$ cat src/rtl/router_link_wrap_if.sv
// Router-to-link bundle: per-port flit channels, per-port credit returns and credit error flags.
// slave = the link wrapper, master = the router/link side that drives it.
interface router_link_wrap_if #(
  parameter int num_ports     = 5,
  parameter int vc_idx_width  = 1,
  parameter int channel_width = 68
);
  logic [num_ports*channel_width-1:0]    rtr_channel_op;
  logic [num_ports*channel_width-1:0]    net_channel_op;
  logic [num_ports*(1+vc_idx_width)-1:0] net_flow_ctrl_op;
  logic [num_ports*(1+vc_idx_width)-1:0] rtr_flow_ctrl_op;
  logic [num_ports-1:0]                  error_op;
  logic                                  error;

  modport slave (
    input  rtr_channel_op,
    input  net_flow_ctrl_op,
    output net_channel_op,
    output rtr_flow_ctrl_op,
    output error_op,
    output error
  );

  modport master (
    output rtr_channel_op,
    output net_flow_ctrl_op,
    input  net_channel_op,
    input  rtr_flow_ctrl_op,
    input  error_op,
    input  error
  );
endinterface

$ cat src/rtl/router_link_wrap.sv
// Delays flits and credits by link_delay cycles each way (0 = wires); no backpressure, credits are the flow control.
// ROUTER_LINK_CREDIT_CHECK_EN adds per-port/VC outstanding-flit counters with sticky overflow/underflow flags.
module router_link_wrap #(
  parameter int num_ports      = 5,
  parameter int num_vcs        = 2,
  parameter int vc_idx_width   = 1,
  parameter int channel_width  = 68,
  parameter int link_delay     = 1,
  parameter int credits_per_vc = 8
) (
  input  logic               clk,
  input  logic               reset,
  router_link_wrap_if.slave  lnk
);
  localparam int ch_w = num_ports * channel_width;
  localparam int fc_w = num_ports * (1 + vc_idx_width);

  if (link_delay < 0 || link_delay > 4 || credits_per_vc < 1 || credits_per_vc > 255 ||
      vc_idx_width != $clog2(num_vcs)) begin : g_bad_params
    $error("router_link_wrap: illegal parameter combination");
  end

  if (link_delay == 0) begin : g_wire
    assign lnk.net_channel_op   = lnk.rtr_channel_op;
    assign lnk.rtr_flow_ctrl_op = lnk.net_flow_ctrl_op;
  end else begin : g_pipe
    logic [ch_w-1:0] ch_pipe_d [link_delay];
    logic [ch_w-1:0] ch_pipe_q [link_delay];
    logic [fc_w-1:0] fc_pipe_d [link_delay];
    logic [fc_w-1:0] fc_pipe_q [link_delay];

    always_comb begin
      ch_pipe_d[0] = lnk.rtr_channel_op;
      fc_pipe_d[0] = lnk.net_flow_ctrl_op;
      for (int i = 1; i < link_delay; i++) begin
        ch_pipe_d[i] = ch_pipe_q[i-1];
        fc_pipe_d[i] = fc_pipe_q[i-1];
      end
    end

    // Reset wipes every stage so nothing launched before reset can surface afterwards.
    always_ff @(posedge clk or posedge reset) begin
      if (reset) begin
        ch_pipe_q <= '{default: '0};
        fc_pipe_q <= '{default: '0};
      end else begin
        ch_pipe_q <= ch_pipe_d;
        fc_pipe_q <= fc_pipe_d;
      end
    end

    assign lnk.net_channel_op   = ch_pipe_q[link_delay-1];
    assign lnk.rtr_flow_ctrl_op = fc_pipe_q[link_delay-1];
  end

`ifdef ROUTER_LINK_CREDIT_CHECK_EN
  localparam int                cnt_w   = $clog2(credits_per_vc + 1);
  localparam logic [cnt_w-1:0]  cnt_max = cnt_w'(credits_per_vc);

  logic [cnt_w-1:0]     cnt_d [num_ports][num_vcs];
  logic [cnt_w-1:0]     cnt_q [num_ports][num_vcs];
  logic [num_ports-1:0] error_op_d;
  logic [num_ports-1:0] error_op_q;
  logic                 flit_hit;
  logic                 crd_hit;

  // Credits are counted where they reach the router, i.e. after the return-path delay.
  always_comb begin
    cnt_d      = cnt_q;
    error_op_d = error_op_q;
    flit_hit   = 1'b0;
    crd_hit    = 1'b0;
    for (int p = 0; p < num_ports; p++) begin
      for (int v = 0; v < num_vcs; v++) begin
        flit_hit = lnk.rtr_channel_op[p*channel_width] &&
                   (lnk.rtr_channel_op[p*channel_width+1 +: vc_idx_width] == vc_idx_width'(v));
        crd_hit  = lnk.rtr_flow_ctrl_op[p*(1+vc_idx_width)] &&
                   (lnk.rtr_flow_ctrl_op[p*(1+vc_idx_width)+1 +: vc_idx_width] == vc_idx_width'(v));
        if (flit_hit && !crd_hit) begin
          if (cnt_q[p][v] == cnt_max) error_op_d[p] = 1'b1;
          else                        cnt_d[p][v]   = cnt_q[p][v] + 1'b1;
        end else if (crd_hit && !flit_hit) begin
          if (cnt_q[p][v] == '0) error_op_d[p] = 1'b1;
          else                   cnt_d[p][v]   = cnt_q[p][v] - 1'b1;
        end
      end
    end
  end

  always_ff @(posedge clk or posedge reset) begin
    if (reset) begin
      cnt_q      <= '{default: '{default: '0}};
      error_op_q <= '0;
    end else begin
      cnt_q      <= cnt_d;
      error_op_q <= error_op_d;
    end
  end

  assign lnk.error_op = error_op_q;
  assign lnk.error    = |error_op_q;
`else
  assign lnk.error_op = '0;
  assign lnk.error    = 1'b0;
`endif

endmodule

$ cat src/flat_wrapper.sv
// flat-port wrapper written by rule: the top's interface ports become plain ports
module router_link_wrap_flat 
#(
  parameter int num_ports      = 5,
  parameter int num_vcs        = 2,
  parameter int vc_idx_width   = 1,
  parameter int channel_width  = 68,
  parameter int link_delay     = 1,
  parameter int credits_per_vc = 8
)
  (clk, reset, lnk_rtr_channel_op, lnk_net_flow_ctrl_op, lnk_net_channel_op, lnk_rtr_flow_ctrl_op, lnk_error_op, lnk_error);
  router_link_wrap_if #(.num_ports(num_ports), .vc_idx_width(vc_idx_width), .channel_width(channel_width)) lnk_i ();
  input  logic clk;
  input  logic reset;
  input wire logic [$bits(lnk_i.rtr_channel_op)-1:0] lnk_rtr_channel_op;
  input wire logic [$bits(lnk_i.net_flow_ctrl_op)-1:0] lnk_net_flow_ctrl_op;
  output wire logic [$bits(lnk_i.net_channel_op)-1:0] lnk_net_channel_op;
  output wire logic [$bits(lnk_i.rtr_flow_ctrl_op)-1:0] lnk_rtr_flow_ctrl_op;
  output wire logic [$bits(lnk_i.error_op)-1:0] lnk_error_op;
  output wire logic [$bits(lnk_i.error)-1:0] lnk_error;
  assign lnk_i.rtr_channel_op = lnk_rtr_channel_op;
  assign lnk_i.net_flow_ctrl_op = lnk_net_flow_ctrl_op;
  assign lnk_net_channel_op = lnk_i.net_channel_op;
  assign lnk_rtr_flow_ctrl_op = lnk_i.rtr_flow_ctrl_op;
  assign lnk_error_op = lnk_i.error_op;
  assign lnk_error = lnk_i.error;
  router_link_wrap #(.num_ports(num_ports), .num_vcs(num_vcs), .vc_idx_width(vc_idx_width), .channel_width(channel_width), .link_delay(link_delay), .credits_per_vc(credits_per_vc)) u_core (.clk(clk), .reset(reset), .lnk(lnk_i));
endmodule
$ cat config.mk
export PLATFORM = sky130hd
export DESIGN_NAME = router_link_wrap_flat
export DESIGN_NICKNAME = d
export VERILOG_FILES = /design/src/rtl/router_link_wrap_if.sv /design/src/rtl/router_link_wrap.sv /design/src/flat_wrapper.sv
export SDC_FILE = /design/constraint.sdc
export NUM_CORES = 1
export LEC_CHECK = 0
export ABC_AREA = 1
export BUFFER_PORTS_ARGS = -buffer_cell sky130_fd_sc_hd__buf_2
export CORE_AREA = 2 2 279 281
export CTS_CLUSTER_DIAMETER = 100
export CTS_CLUSTER_SIZE = 25
export DETAILED_ROUTE_END_ITERATION = 8
export DIE_AREA = 0 0 281 283
export PLACE_DENSITY_LB_ADDON = 0.25
export REMOVE_ABC_BUFFERS = 1
export SYNTH_ARGS = -nofsm -noshare
export SYNTH_HDL_FRONTEND = slang
export SYNTH_SLANG_ARGS = --single-unit
$ cat constraint.sdc
create_clock -name clk -period 12.85 [get_ports clk]
set_input_delay 1.285 -clock clk [delete_from_list [all_inputs] [get_ports clk]]
set_output_delay 1.285 -clock clk [all_outputs]
set_load 0.005 [all_outputs]
==> Word-level counts from Yosys, hierarchy flattened <==
Cells that the tools add are included.
{ "word_totals": {"reg_bits": 350, "latchBits": 0, "ram_bits": 0, "rom_bits": 0, "inputBits": 352, "out_inout_bits": 356, "elab_cells": 2, "mem_count": 0} }
{ "op_classes": {"add_sub_neg": 0, "n_mul": 0, "div": 0, "magnitude_cmp": 0, "eq_ne": 0, "shift": 0, "n_mux": 0, "bitwise": 0, "reduce_logical": 0} }

==> Logic depth before layout (Yosys ltp) <==
{ "depth": {"depth_word": 0, "ltp_mapped": 1, "depth_no_buf": 1} }

==> Least setup slack after synthesis <==
OpenSTA, ideal clock, no wires.
{ "synth_path": {"kind": "flip-flop to output port", "from": "register u_core.g_pipe.ch_pipe_q, in the netlist u_core.lnk.net_channel_op[0]", "to": "output lnk_net_channel_op[0]", "arrival_ns": 0.349, "required_time_ns": 11.565, "setup_slack_ns": 11.216, "stages_incl_launch_ff": 1, "path_cell_list": "dfrtp_1"} }
{ "synth_lines": {"columns": ["element", "line", "rtl"], "rows": [
  ["start: declaration", "router_link_wrap.sv:28", "logic [ch_w-1:0] ch_pipe_q [link_delay];"],
  ["start signal: assignment", "router_link_wrap.sv:47", "ch_pipe_q <= ch_pipe_d;"],
  ["end: declaration", "flat_wrapper.sv:17", "output wire logic [$bits(lnk_i.net_channel_op)-1:0] lnk_net_channel_op;"]
]} }
No word-level cell between the ends.

==> results.tsv <==
metric	value	unit
cts_made_buffers	21	
ir_worst_vdd	0.000111	V
area_growth	62.6	%
crit_type	in -> async	
pin_count	708	
hold_path_class	in -> reg	
grtUsageMet1	0.0604	
power.total	2.06	mW
finish.utilization	0.187	
cp_max_fo	98	
grt_pass1_wl	40000	um
synth_top_area_share	0.994	
synth.most_common_cell	dfrtp_1	
drt-vias-per-instance	2.68	
cp_cell_sequence	buf_2, inv_8, buf_4, buf_4	
cap_violations	0	
antenna_found_initial	9	
vias	5736	
root_buffer	clkbuf_16	
slowest_delay	850	ps
grt_max_degree	99	
setup_viol	0	
use_met3	0.0313	
max_freq	0.330	GHz
yosysUniqueCellTypes	4	
busiest_layer	met2	
routedWlPerCell	13.2	um
multi_input_area	22.5	um^2
hold_viol	0	
gp_congestion	0.764	
crit_path_start_kind	primary input	
ys_seq_elements	350	
period_needed	3030	ps
io_buffers	701	
final.setup.worst_slack	9820	ps
synth_area_leader_cell	dfrtp_1	
ys_seq_area_frac	0.994	
cp_slowest_cell	buf_4	
post_route_cells_drive_above_1_share	0.675	
crit_required	13400	ps
ant_nets	0	
finalCritPeriodShare	0.236	
cts_max_level	1	
yosys_warnings	0	
nets	1437	
leakage	7.22	nW
synthFlopType	dfrtp_1	
rsz0062_at_grt	no	
status	finished clean	
grt.total_usage	0.0668	
clock_path_buffers	3	
end_kind	asynchronous set/reset pin	
ys_async_sr_fraction	1.00	
synthesis.area	8810	um^2
fin_area	14300	um^2
regArea	8760	um^2
fillers	8400	
tns	0	ps
syn-instance-count	358	
postCtsSetupBuffers	0	
synthTopCellsByArea	dfrtp_1 (99%), buf_4 (0.51%), conb_1 (0.043%)	
grt_pass1_vias	6508	
slew_violations	0	
row_count	102	
cp.arrival	3590	ps
cp_common_cell	buf_4	
powerDensity	144	nW/um^2
dieArea	79500	um^2
die_y	283	um
synth.avg_cell_area	24.6	um^2
synth-edff-count	0	
grt.overflow.total	0	
hold_ws	818	ps
maxSlewHeadroom	0.338	
first_pass_iters	4	
met2_usage	0.128	
start_util	0.115	
synth_commonest_cells	dfrtp_1 (350), buf_4 (6), conb_1 (1), inv_1 (1)	
drc	0	
ctsResizeCount	0	
dpl.hpwl	22200	um
final_cells	2137	
clk_pin_slew	100	ps
postRouteWirelength	28300	um
dp_cells	2102	
worst_pin_slew	993	ps
clock-sinks	350	
dpl_cell_area	13600	um^2
cts_tree	built	
core	76700	um^2
drt_iter0_drc	137	
die_x	281	um
hold_buffers	0	
post-place-ws	9040	ps
## metal layers
layer / vias to the layer above / share of wire
met3: 34 / 0.12
met4: 10 / 0.029
li1: 2532 / -
met5: - / 0.0022
met2: 340 / 0.55
met1: 2820 / 0.30
## cell type report
cell class | count | share of cell area
flip-flops and latches | 350 | 0.611
inverters | 1 | 0.000786
well taps | 1040 | 0.0908
repair buffers | 705 | 0.247
multi-input cells | 6 | 0.00157
clock inverters | 12 | 0.0107
diodes | 1 | 0.000175
clock buffers | 22 | 0.0376
## report_power, final
group	internal, mW	switching (mW)	leakage (nW)	total [mW]
Combinational	0.0743	0.0719	2.80	0.146
Sequential	1.16	0.0133	4.08	1.17
Clock	0.340	0.404	0.341	0.744
## sequential cells by signal (all words and copies together) (netlist names)
name,count
u_core.lnk.net_channel_op,340
u_core.lnk.rtr_flow_ctrl_op,10
## worst max-delay path, delay by kind of cell
| kind | cells | cell delay [ps] |
|---|---|---|
| buf+inv | 4 | 2110 |
## logic make-up after synthesis
group | after synthesis | synth area share
buf+inv | 7 | 0.00554
flops | 350 | 0.994
other cells | 1 | 0.000426
## final timing paths
path	to	slack (ps)	cells after the start	startpoint
setup / recovery	u_core.lnk.net_channel_op[226]	9820	4	reset
hold / removal	u_core.lnk.net_channel_op[235]	820	1	lnk_rtr_channel_op[235]
max in group clk	lnk_net_channel_op[132]	10460	1	u_core.lnk.net_channel_op[132]
min in group asynchronous	u_core.lnk.net_channel_op[159]	840	2	reset
## placed cells by master (no fill, tap or decap)
cell and n:
clkinv_4 1, inv_6 4, clkbuf_8 1, inv_8 3
clkinv_2 2, diode_2 1, clkinv_8 1, clkinv_16 1
buf_2 701, bufinv_16 1, conb_1 6, dfrtp_1 350
clkbuf_16 21, buf_4 4
Power figures use the tool's default switching activity.
